<file path="src/rtl/pc_pkg.sv">
// rtl/pc_pkg.sv - shared types and defaults for the PC fetch controller
package pc_pkg;

    localparam int PC_W_DEF       = 10;
    localparam int IDX_W_DEF      = 4;
    localparam int CNT_W_DEF      = 16;
    localparam int START_ADDR_DEF = 0;

    typedef enum logic [1:0] {
        IDLE   = 2'd0,
        RUN    = 2'd1,
        HALTED = 2'd2
    } state_t;

    typedef enum logic [1:0] {
        SEQ  = 2'd0,
        ABS  = 2'd1,
        REL  = 2'd2,
        HOLD = 2'd3
    } sel_t;

endpackage

</file>
<file path="src/rtl/pc_fetch_ctrl_if.sv">
// rtl/pc_fetch_ctrl_if.sv - fetch control bus between sequencer, lookup table and ROM
interface pc_fetch_ctrl_if #(
    parameter int PC_W  = 10,
    parameter int IDX_W = 4,
    parameter int CNT_W = 16
);
    logic             Start;
    logic             Stall;
    logic             Halt;
    logic             BranchEn;
    logic             BranchRel;
    logic [IDX_W-1:0] BrIdx;
    logic [IDX_W-1:0] LutIdx;
    logic [PC_W-1:0]  Target;
    logic [PC_W-1:0]  ProgCtr;
    logic             Done;
    logic             Running;
    logic [CNT_W-1:0] InstrCount;

    modport master (
        output Start, Stall, Halt, BranchEn, BranchRel, BrIdx, Target,
        input  LutIdx, ProgCtr, Done, Running, InstrCount
    );

    modport slave (
        input  Start, Stall, Halt, BranchEn, BranchRel, BrIdx, Target,
        output LutIdx, ProgCtr, Done, Running, InstrCount
    );
endinterface

</file>
<file path="src/rtl/pc_next_sel.sv">
// rtl/pc_next_sel.sv - next-PC mux and adder
module pc_next_sel
    import pc_pkg::*;
#(
    parameter int PC_W = PC_W_DEF
) (
    input  logic [PC_W-1:0] pc,
    input  logic [PC_W-1:0] target,
    input  sel_t            sel,
    output logic [PC_W-1:0] next_pc
);

    // Relative targets are two's complement, so a plain modulo-2^PC_W add covers negative offsets
    always_comb begin
        next_pc = pc;
        case (sel)
            SEQ:     next_pc = pc + PC_W'(1);
            ABS:     next_pc = target;
            REL:     next_pc = pc + target;
            default: next_pc = pc;
        endcase
    end

endmodule

</file>
<file path="src/rtl/pc_fetch_ctrl.sv">
// rtl/pc_fetch_ctrl.sv - program counter and fetch sequencing (start, stall, branch, halt)
module pc_fetch_ctrl
    import pc_pkg::*;
#(
    parameter int              PC_W       = PC_W_DEF,
    parameter int              IDX_W      = IDX_W_DEF,
    parameter logic [PC_W-1:0] START_ADDR = PC_W'(START_ADDR_DEF),
    parameter int              CNT_W      = CNT_W_DEF
) (
    input  logic           Clk,
    input  logic           Reset,
    pc_fetch_ctrl_if.slave bus
);

    state_t           state;
    sel_t             sel;
    logic [PC_W-1:0]  pc_q;
    logic [PC_W-1:0]  next_pc;
    logic [CNT_W-1:0] cnt_q;
    logic             done_q;
    logic             running_q;

    // Branch index goes straight to the lookup table; Target comes back the same cycle
    assign bus.LutIdx     = bus.BrIdx;
    assign bus.ProgCtr    = pc_q;
    assign bus.InstrCount = cnt_q;
    assign bus.Done       = done_q;
    assign bus.Running    = running_q;

    // Choose the next-PC source; stall and halt both freeze the PC, and only RUN advances it
    always_comb begin
        sel = HOLD;
        if (state == RUN && !bus.Stall && !bus.Halt) begin
            if (bus.BranchEn)
                sel = bus.BranchRel ? REL : ABS;
            else
                sel = SEQ;
        end
    end

    pc_next_sel #(.PC_W(PC_W)) u_next_sel (
        .pc      (pc_q),
        .target  (bus.Target),
        .sel     (sel),
        .next_pc (next_pc)
    );

    // Sequencer FSM: PC, retired count, Done and Running are all registered here
    always_ff @(posedge Clk) begin
        if (Reset) begin
            state     <= IDLE;
            pc_q      <= START_ADDR;
            cnt_q     <= '0;
            done_q    <= 1'b0;
            running_q <= 1'b0;
        end else begin
            case (state)
                IDLE: begin
                    if (bus.Start) begin
                        state     <= RUN;
                        pc_q      <= START_ADDR;
                        cnt_q     <= '0;
                        running_q <= 1'b1;
                    end
                end
                RUN: begin
                    if (!bus.Stall) begin
                        pc_q <= next_pc;
                        if (cnt_q != {CNT_W{1'b1}})
                            cnt_q <= cnt_q + CNT_W'(1);
                        if (bus.Halt) begin
                            state     <= HALTED;
                            done_q    <= 1'b1;
                            running_q <= 1'b0;
                        end
                    end
                end
                HALTED: begin
                    if (bus.Start) begin
                        state     <= RUN;
                        pc_q      <= START_ADDR;
                        cnt_q     <= '0;
                        done_q    <= 1'b0;
                        running_q <= 1'b1;
                    end
                end
                default: begin
                    state     <= IDLE;
                    running_q <= 1'b0;
                end
            endcase
        end
    end

endmodule
</file>
<file path="src/flat_wrapper.sv">
// flat-port wrapper written by rule: the top's interface ports become plain ports
module pc_fetch_ctrl_flat import pc_pkg::*;
#(
    parameter int              PC_W       = PC_W_DEF,
    parameter int              IDX_W      = IDX_W_DEF,
    parameter logic [PC_W-1:0] START_ADDR = PC_W'(START_ADDR_DEF),
    parameter int              CNT_W      = CNT_W_DEF
)
  (Clk, Reset, bus_Start, bus_Stall, bus_Halt, bus_BranchEn, bus_BranchRel, bus_BrIdx, bus_Target, bus_LutIdx, bus_ProgCtr, bus_Done, bus_Running, bus_InstrCount);
  pc_fetch_ctrl_if #(.PC_W(PC_W), .IDX_W(IDX_W), .CNT_W(CNT_W)) bus_i ();
  input  logic Clk;
  input  logic Reset;
  input wire logic [$bits(bus_i.Start)-1:0] bus_Start;
  input wire logic [$bits(bus_i.Stall)-1:0] bus_Stall;
  input wire logic [$bits(bus_i.Halt)-1:0] bus_Halt;
  input wire logic [$bits(bus_i.BranchEn)-1:0] bus_BranchEn;
  input wire logic [$bits(bus_i.BranchRel)-1:0] bus_BranchRel;
  input wire logic [$bits(bus_i.BrIdx)-1:0] bus_BrIdx;
  input wire logic [$bits(bus_i.Target)-1:0] bus_Target;
  output wire logic [$bits(bus_i.LutIdx)-1:0] bus_LutIdx;
  output wire logic [$bits(bus_i.ProgCtr)-1:0] bus_ProgCtr;
  output wire logic [$bits(bus_i.Done)-1:0] bus_Done;
  output wire logic [$bits(bus_i.Running)-1:0] bus_Running;
  output wire logic [$bits(bus_i.InstrCount)-1:0] bus_InstrCount;
  assign bus_i.Start = bus_Start;
  assign bus_i.Stall = bus_Stall;
  assign bus_i.Halt = bus_Halt;
  assign bus_i.BranchEn = bus_BranchEn;
  assign bus_i.BranchRel = bus_BranchRel;
  assign bus_i.BrIdx = bus_BrIdx;
  assign bus_i.Target = bus_Target;
  assign bus_LutIdx = bus_i.LutIdx;
  assign bus_ProgCtr = bus_i.ProgCtr;
  assign bus_Done = bus_i.Done;
  assign bus_Running = bus_i.Running;
  assign bus_InstrCount = bus_i.InstrCount;
  pc_fetch_ctrl #(.PC_W(PC_W), .IDX_W(IDX_W), .START_ADDR(START_ADDR), .CNT_W(CNT_W)) u_core (.Clk(Clk), .Reset(Reset), .bus(bus_i));
endmodule
</file>
<file path="config.mk">
export PLATFORM = sky130hd
export DESIGN_NAME = pc_fetch_ctrl_flat
export DESIGN_NICKNAME = d
export VERILOG_FILES = /design/src/rtl/pc_pkg.sv /design/src/rtl/pc_fetch_ctrl_if.sv /design/src/rtl/pc_next_sel.sv /design/src/rtl/pc_fetch_ctrl.sv /design/src/flat_wrapper.sv
export SDC_FILE = /design/constraint.sdc
export NUM_CORES = 1
export LEC_CHECK = 0
export BUFFER_PORTS_ARGS = -buffer_cell sky130_fd_sc_hd__buf_4
export CAP_MARGIN = 5
export CORE_MARGIN = 1.5
export CORE_UTILIZATION = 55
export CTS_CLUSTER_SIZE = 12
export DETAILED_ROUTE_END_ITERATION = 6
export PLACE_DENSITY = 0.85
export SKIP_LAST_GASP = 1
export SLEW_MARGIN = 15
export SYNTH_ARGS = -nofsm -noshare
export SYNTH_HDL_FRONTEND = slang
export SYNTH_HIERARCHICAL = 1
export SYNTH_SLANG_ARGS = --single-unit
</file>
<file path="constraint.sdc">
create_clock -name Clk -period 6.1 [get_ports Clk]
set_input_delay 1.22 -clock Clk [delete_from_list [all_inputs] [get_ports Clk]]
set_output_delay 1.22 -clock Clk [all_outputs]
set_load 0.03 [all_outputs]
</file>
==> results.yml, run 1 <==
placed_design:
  placed_cells: 349
  globalplace.congestion: 0.9119
  port-buffer-count: 44
  hpwl_mm: 3.675
  placed_cell_area_um2: 2394
synthesis:
  synth_edf_count: 0
  synth_top_area_cell: "dfxtp_1"
  yosysSeqAreaShare: 0.2886
  synth_most_common_cell: "nand2_1"
  yosys.area_share.simple: 0.2874
  ys_async_sr_fraction: 0
  synthFlopType: "dfxtp_1"
  synthAdderAreaFrac: 0.06975
  synth_top_area_share: 0.2886
  postSynthCellCount: 271
  ys_types: 48
  synth_common_cells: "nand2_1 (35), dfxtp_1 (30), a21oi_1 (28)"
  synth_area_um2: 2081
  synth_area_leaders: "dfxtp_1 (29%), a21oi_1 (6.7%), nand2_1 (6.3%)"
  synth_mux_area_frac: 0.05472
  synth-compound-area-share: 0.2014
  avgSynthCellArea_um2: 7.678
  synth_top_family_by_area: "simple AND/OR/NAND/NOR gates"
  yosys_warnings: 6
  synthXorXnorAreaFrac: 0.04630
  syn-num-nets: 303
  ys_ff_latch: 30
setup_path:
  crit_required_ns: 6.27
  worstPathMaxFanout: 15
  critPathSlowestCell: "or3b_1"
  worstSetupStartpointType: "primary input"
  crit_arrival_ns: 4.47
  crit_chain: "buf_4, or3b_1, nor2_1, nand2_1, nor2b_4, and2_1, ha_1, a211oi_1, o21bai_1, a21oi_1, o2111ai_1, and4_1, nand2_1, a21oi_1"
  crit_family: "simple AND/OR/NAND/NOR gates"
  crit_buf_inv: 1
  crit_path_max_incr_delay_ns: 0.57
  end_kind: "flop"
  crit_type: "in -> reg"
finish:
  multiInputGateArea_um2: 1373
  final_util: 0.6839
  seq_area_um2: 600.6
  fin_nets: 340
  fill_cells: 331
  drive_gt1_frac: 0.1942
  n_antenna_cell: 0
  stdcell_area_um2: 2485
  syn_to_final_growth_pct: 19.42
  final_cell_count_no_fill: 357
die:
  dieArea_um2: 4161
  start_util: 0.5727
  top_level_ports: 53
  die_h_um: 64.51
  num_rows: 22
  core_um2: 3633
  die_x_um: 64.51
timing:
  fmax_mhz: 232.4
  finalCriticalPeriod_ns: 4.302
  setup_viol: 0
  slew_viol_final: 0
  final.period_utilization: 0.7053
  tightest_slew_ns: 1.098
  rsz0062_at_grt: "false"
  maxSlewHeadroom: 0.2663
  hold_slack_ns: 0.5000
  clock_skew_ns: 0.005907
  hold_violations: 0
  finalSetupTns_ns: 0
detailed_routing:
  drcViolationCount: 0
  ant_nets: 0
  vias: 2067
  viasPerCell: 5.790
  drt-initial-drc-count: 94
  routed_wl_mm: 4.982
  wl_per_cell_um: 13.96
  first_pass_iters: 4
status:
  status: "finished clean"
clock_tree:
  postCtsSetupRepairBufs: 0
  cts_sinks: 30
  clockBufferDepth: 2
  cts-resized-gates: 0
  numCtsBuffers: 5
  clkTransAtPathRegs_ns: 0.06
  clk_latency_ns: 0.28
  hold_buffers: 0
  cts_tree: "yes"
  root_buffer: "clkbuf_8"
  h-tree-depth: 2
power_and_ir_drop:
  p_sw_frac: 0.2643
  p_seq_frac: 0.482
  irDropWorstVdd_mv: 0.1930
  p_clk_frac: 0.387
  p_sw_uw: 112.0
  leakage_uw: 0.001066
  share_comb_of_total_power: 0.131
  pwr_density_cell_nw_per_um2: 170.5
  intPower_uw: 311.7
global_route:
  grt-ovfl-total: 0
  grt_pass1_vias: 1841
  antenna_found_initial: 0
  track_usage: 0.2469
  grt_max_degree: 25
  grt_pass1_wl_mm: 8.224
hold_path:
  min_path_type: "reg -> reg"
run:
  cap_violations: 0
[per-stage QoR]
stage / setup WS [ns] / total power, uW
finish: 1.798 / 423.7
CTS: 1.831 / 425.3
floorplan: 1.984 / 249.7
detailed placement: 1.522 / 263.2
global route: 1.502 / 440.8
global placement: 1.624 / 262.1
[cell usage in the layout (no fill, tap or decap), types with 2 or more instances in the layout]
cell type,netlist,final
a311oi_1,2,2
a211oi_1,4,4
inv_1,6,6
nand2_1,35,35
buf_4,5,45
and3_1,2,2
mux2_2,2,2
o211ai_1,8,8
nor3b_1,2,2
xnor2_1,3,3
o32ai_1,2,2
a21o_1,2,2
o2111ai_1,2,2
nand2b_1,4,4
mux2i_1,8,8
nand4_1,6,6
xor2_1,8,8
a21oi_1,28,28
o21ai_0,7,6
nor3_1,2,2
o21a_1,2,2
or2_2,3,3
o21bai_1,2,2
o21ai_1,5,6
or4_1,5,5
nor2b_1,3,3
nand3_1,14,14
nor2_1,27,27
and2_1,8,8
dfxtp_1,30,30
clkbuf_8,0,6
ha_1,10,10
[path summary, 6_finish.rpt]
check                                         startpoint                       end  slack, ns  cells past startpoint
worst max register to register           u_core/state[0]     u_core/bus.ProgCtr[9]       2.13                     13
worst min-delay path            u_core/bus.InstrCount[4]  u_core/bus.InstrCount[4]       0.50                      2
worst max-delay path                           bus_Stall     u_core/bus.ProgCtr[9]       1.80                     14
worst min register to register  u_core/bus.InstrCount[4]  u_core/bus.InstrCount[4]       0.50                      2
[registers in the layout, summed over array words and instances, names as in the netlist]
signal                 cells
u_core/bus.InstrCount     16
u_core/bus.Done            1
u_core/bus.Running         1
u_core/bus.ProgCtr        10
u_core/state               2
[cells by family (layout without fill, tap and decap cells)]
logic type | after synthesis | after routing
xor+xnor | 11 | 11
buf+inv | 21 | 59
compound gates | 68 | 68
fa+ha+maj | 11 | 11
mux | 11 | 11
simple gates | 119 | 119
flops | 30 | 30
[power by group through the flow]
stage          Sequential [uW]  Combinational, uW  Clock (uW)
2_1_floorplan              210               39.3           0
3_3_place_gp               208               53.7           0
3_5_place_dp               209               54.7           0
4_1_cts                    204               55.2         166
5_1_grt                    205               60.6         175
6_report                   204               55.4         164
[cell type report]
class / count / share of cell area
multi-input combinational: 220 / 0.5524
clock inverter: 1 / 0.002014
timing repair buffer: 45 / 0.1360
clock buffer: 7 / 0.03474
sequential: 30 / 0.2417
tap: 48 / 0.02417
inverter: 6 / 0.009063
[worst reg2reg max path, delay by kind of cell, from the launching register on]
family | cells | cell delay, ns
adder cells (fa/ha/maj) | 1 | 0.30
flip-flops | 1 | 0.66
AO/OA/AOI/OAI | 5 | 0.92
AND/OR/NAND/NOR | 7 | 1.98
[routing by layer]
| metal | GRT usage | vias to the layer above | wire [um] |
|---|---|---|---|
| met4 | 0.06649 | 0 | 51 |
| met5 | 0 | - | 0 |
| met3 | 0.04514 | 5 | 302 |
| li1 | - | 1039 | - |
| met2 | 0.4036 | 73 | 2290 |
| met1 | 0.3351 | 950 | 2338 |
Power figures use the tool's default switching activity.
==> inputs of run 2 (changes only) <==
- ABC_AREA: not set -> 1
- CORE_UTILIZATION: 55 -> 50
- PLACE_DENSITY: 0.85 -> 0.8
- clock period: 6.1 -> 3.8 ns (I/O delays scaled with it)
==> run 2 against run 1 <==
  * Synthesized cell count is 52% higher
  * Largest cell class unchanged
  * Count of clock-buffer cells in the layout unchanged
  * Wire length up 18%
  * First-iteration DRC count rose by 27%
  * Core utilization decreased by 7.8 points
==> results.yml, run 2 <==
die:
  die_h_um: 72.41
  start_util: 0.5133
  die_x_um: 72.41
  num_rows: 25
  dieArea_um2: 5242
  top_level_ports: 53
  core_um2: 4692
timing:
  fin_ws_ns: 0.6863
  setup_viol: 0
  rsz0062_at_grt: "false"
  finalCriticalPeriod_ns: 3.114
  tightest_slew_ns: 0.4140
  finalSetupTns_ns: 0
  clock_skew_ns: 0.004692
  slew_viol_final: 0
  maxSlewHeadroom: 0.7211
  final.period_utilization: 0.8194
  fmax_mhz: 321.2
  hold_violations: 0
setup_path:
  path_depth: 19
  crit_buf_inv: 3
  crit_arrival_ns: 3.34
  crit_type: "in -> reg"
  r2r_setup_slack_ns: 0.81
  crit_required_ns: 4.02
  crit_family: "simple AND/OR/NAND/NOR gates"
  end_kind: "flop"
  crit_path_max_incr_delay_ns: 0.42
  rr_worst_depth: 20
  critPathSlowestCell: "fa_1"
  worstSetupStartpointType: "primary input"
  path_common_cell: "nand2_1"
  worstPathMaxFanout: 10
  crit_chain: "buf_4, nor2_4, inv_1, nor2_1, o21ai_0, inv_4, nand2_4, or2_2, ha_1, fa_1, nand3_1, nand2_1, nand2_1, nand2_1, nand2_1, nand2_1, o21bai_1, nand2_1, a21oi_1"
clock_tree:
  hold_buffers: 0
  postCtsSetupRepairBufs: 0
  cts_sinks: 30
  root_buffer: "clkbuf_8"
  h-tree-depth: 2
  numCtsBuffers: 5
  cts-resized-gates: 0
  cts_tree: "yes"
  clkTransAtPathRegs_ns: 0.07
  clk_latency_ns: 0.28
  clockBufferDepth: 2
finish:
  n_antenna_cell: 0
  drive_gt1_frac: 0.1670
  fin_nets: 486
  layout_common_cells: "nand2_1 (138), nor2_1 (56), inv_1 (53), buf_4 (47), nand3_1 (32)"
  syn_to_final_growth_pct: 18.03
  final_util: 0.6059
  largest_reg_flops: 16
  final_common_cell: "nand2_1"
  final_cell_count_no_fill: 509
synthesis:
  synth_edf_count: 0
  avgSynthCellArea_um2: 5.846
  postSynthCellCount: 412
  synth_top_area_share: 0.2494
  synth_top_area_cell: "dfxtp_1"
  ys_ff_latch: 30
  synth_most_common_cell: "nand2_1"
  synth_area_um2: 2409
  yosys_warnings: 6
  synth_common_cells: "nand2_1 (138), nor2_1 (56), inv_1 (53)"
  synth_area_leaders: "dfxtp_1 (25%), nand2_1 (22%), nor2_1 (8.7%)"
  ys_types: 35
  synthFlopType: "dfxtp_1"
  ys_async_sr_fraction: 0
  yosysSeqAreaShare: 0.2494
  syn-num-nets: 444
global_route:
  track_usage: 0.2384
  grt-ovfl-total: 0
  use_met1: 0.2844
  antenna_found_initial: 0
  grt_pass1_vias: 2371
  grt_pass1_wl_mm: 9.929
  busiest_layer: "met2"
  grtUsageMet3: 0.05278
  grt_max_degree: 21
  use_met2: 0.4084
power_and_ir_drop:
  leakage_uw: 0.001355
  irDropWorstVdd_mv: 0.2139
  pwr_density_cell_nw_per_um2: 249.4
  power.total_uw: 709.0
detailed_routing:
  drt-initial-drc-count: 119
  first_pass_iters: 5
  vias: 2656
  wl_per_cell_um: 11.56
  ant_nets: 0
  drcViolationCount: 0
  routed_wl_mm: 5.883
  viasPerCell: 5.218
placed_design:
  port-buffer-count: 44
  globalplace.congestion: 0.9871
  hpwl_mm: 4.404
  placed_cells: 501
  pre_cts_slack_ns: 0.4451
hold_path:
  min_path_type: "reg -> reg"
  hold_depth: 2
status:
  status: "finished clean"
run:
  cap_violations: 0
[run 2: stage by stage]
step | cell area [um^2] | hold WS [ns]
5_1_grt | 2843 | 0.5182
4_1_cts | 2843 | 0.4696
6_report | 2843 | 0.4669
2_1_floorplan | 2409 | 0.4433
3_3_place_gp | 2751 | 0.4532
3_5_place_dp | 2751 | 0.4610
[run 2: cell families after synthesis]
kind of cell    after synthesis  synth area share
fa+ha+maj                    11           0.06026
xor+xnor                      1          0.003637
simple gates                248            0.4457
buf+inv                      72            0.1268
flops                        30            0.2494
compound gates               50            0.1143
[run 2: metal layers]
metal	part of all wire	up-vias
li1	-	1370
met1	0.43	1159
met2	0.48	118
met3	0.076	9
met4	0.018	0
met5	0	-
[run 2: path summary, 6_finish.rpt]
path	from	end
worst max-delay path	bus_Stall	u_core/bus.ProgCtr[6]
worst min-delay path	u_core/state[1]	u_core/state[1]
worst min register to register	u_core/state[1]	u_core/state[1]
worst max register to register	u_core/state[1]	u_core/bus.ProgCtr[6]
[run 2: worst register-to-register path, cell delays in order (launching register included)]
cell      delay (ns)
dfxtp_1         0.31
inv_1           0.08
nand2_1         0.10
nor2_4          0.09
inv_1           0.04
nor2_1          0.11
o21ai_0         0.19
inv_4           0.17
nand2_4         0.12
or2_2           0.29
ha_1            0.24
fa_1            0.42
nand3_1         0.09
nand2_1         0.12
nand2_1         0.09
nand2_1         0.06
nand2_1         0.07
nand2_1         0.05
o21bai_1        0.11
nand2_1         0.06
a21oi_1         0.13
[run 2: layout make-up]
type                       count  area [um^2]
fill                         450         1849
inverter                      60        227.7
sequential                    30        600.6
multi-input combinational    310         1503
tap                           54        67.56
clock buffer                   7        86.33
timing repair buffer          47        352.8
clock inverter                 1        5.005
[run 2: power breakdown]
part	switching, uW	internal [uW]	total, uW
clock	123	146	269
combinational	75.0	40.2	115
sequential	4.98	320	325
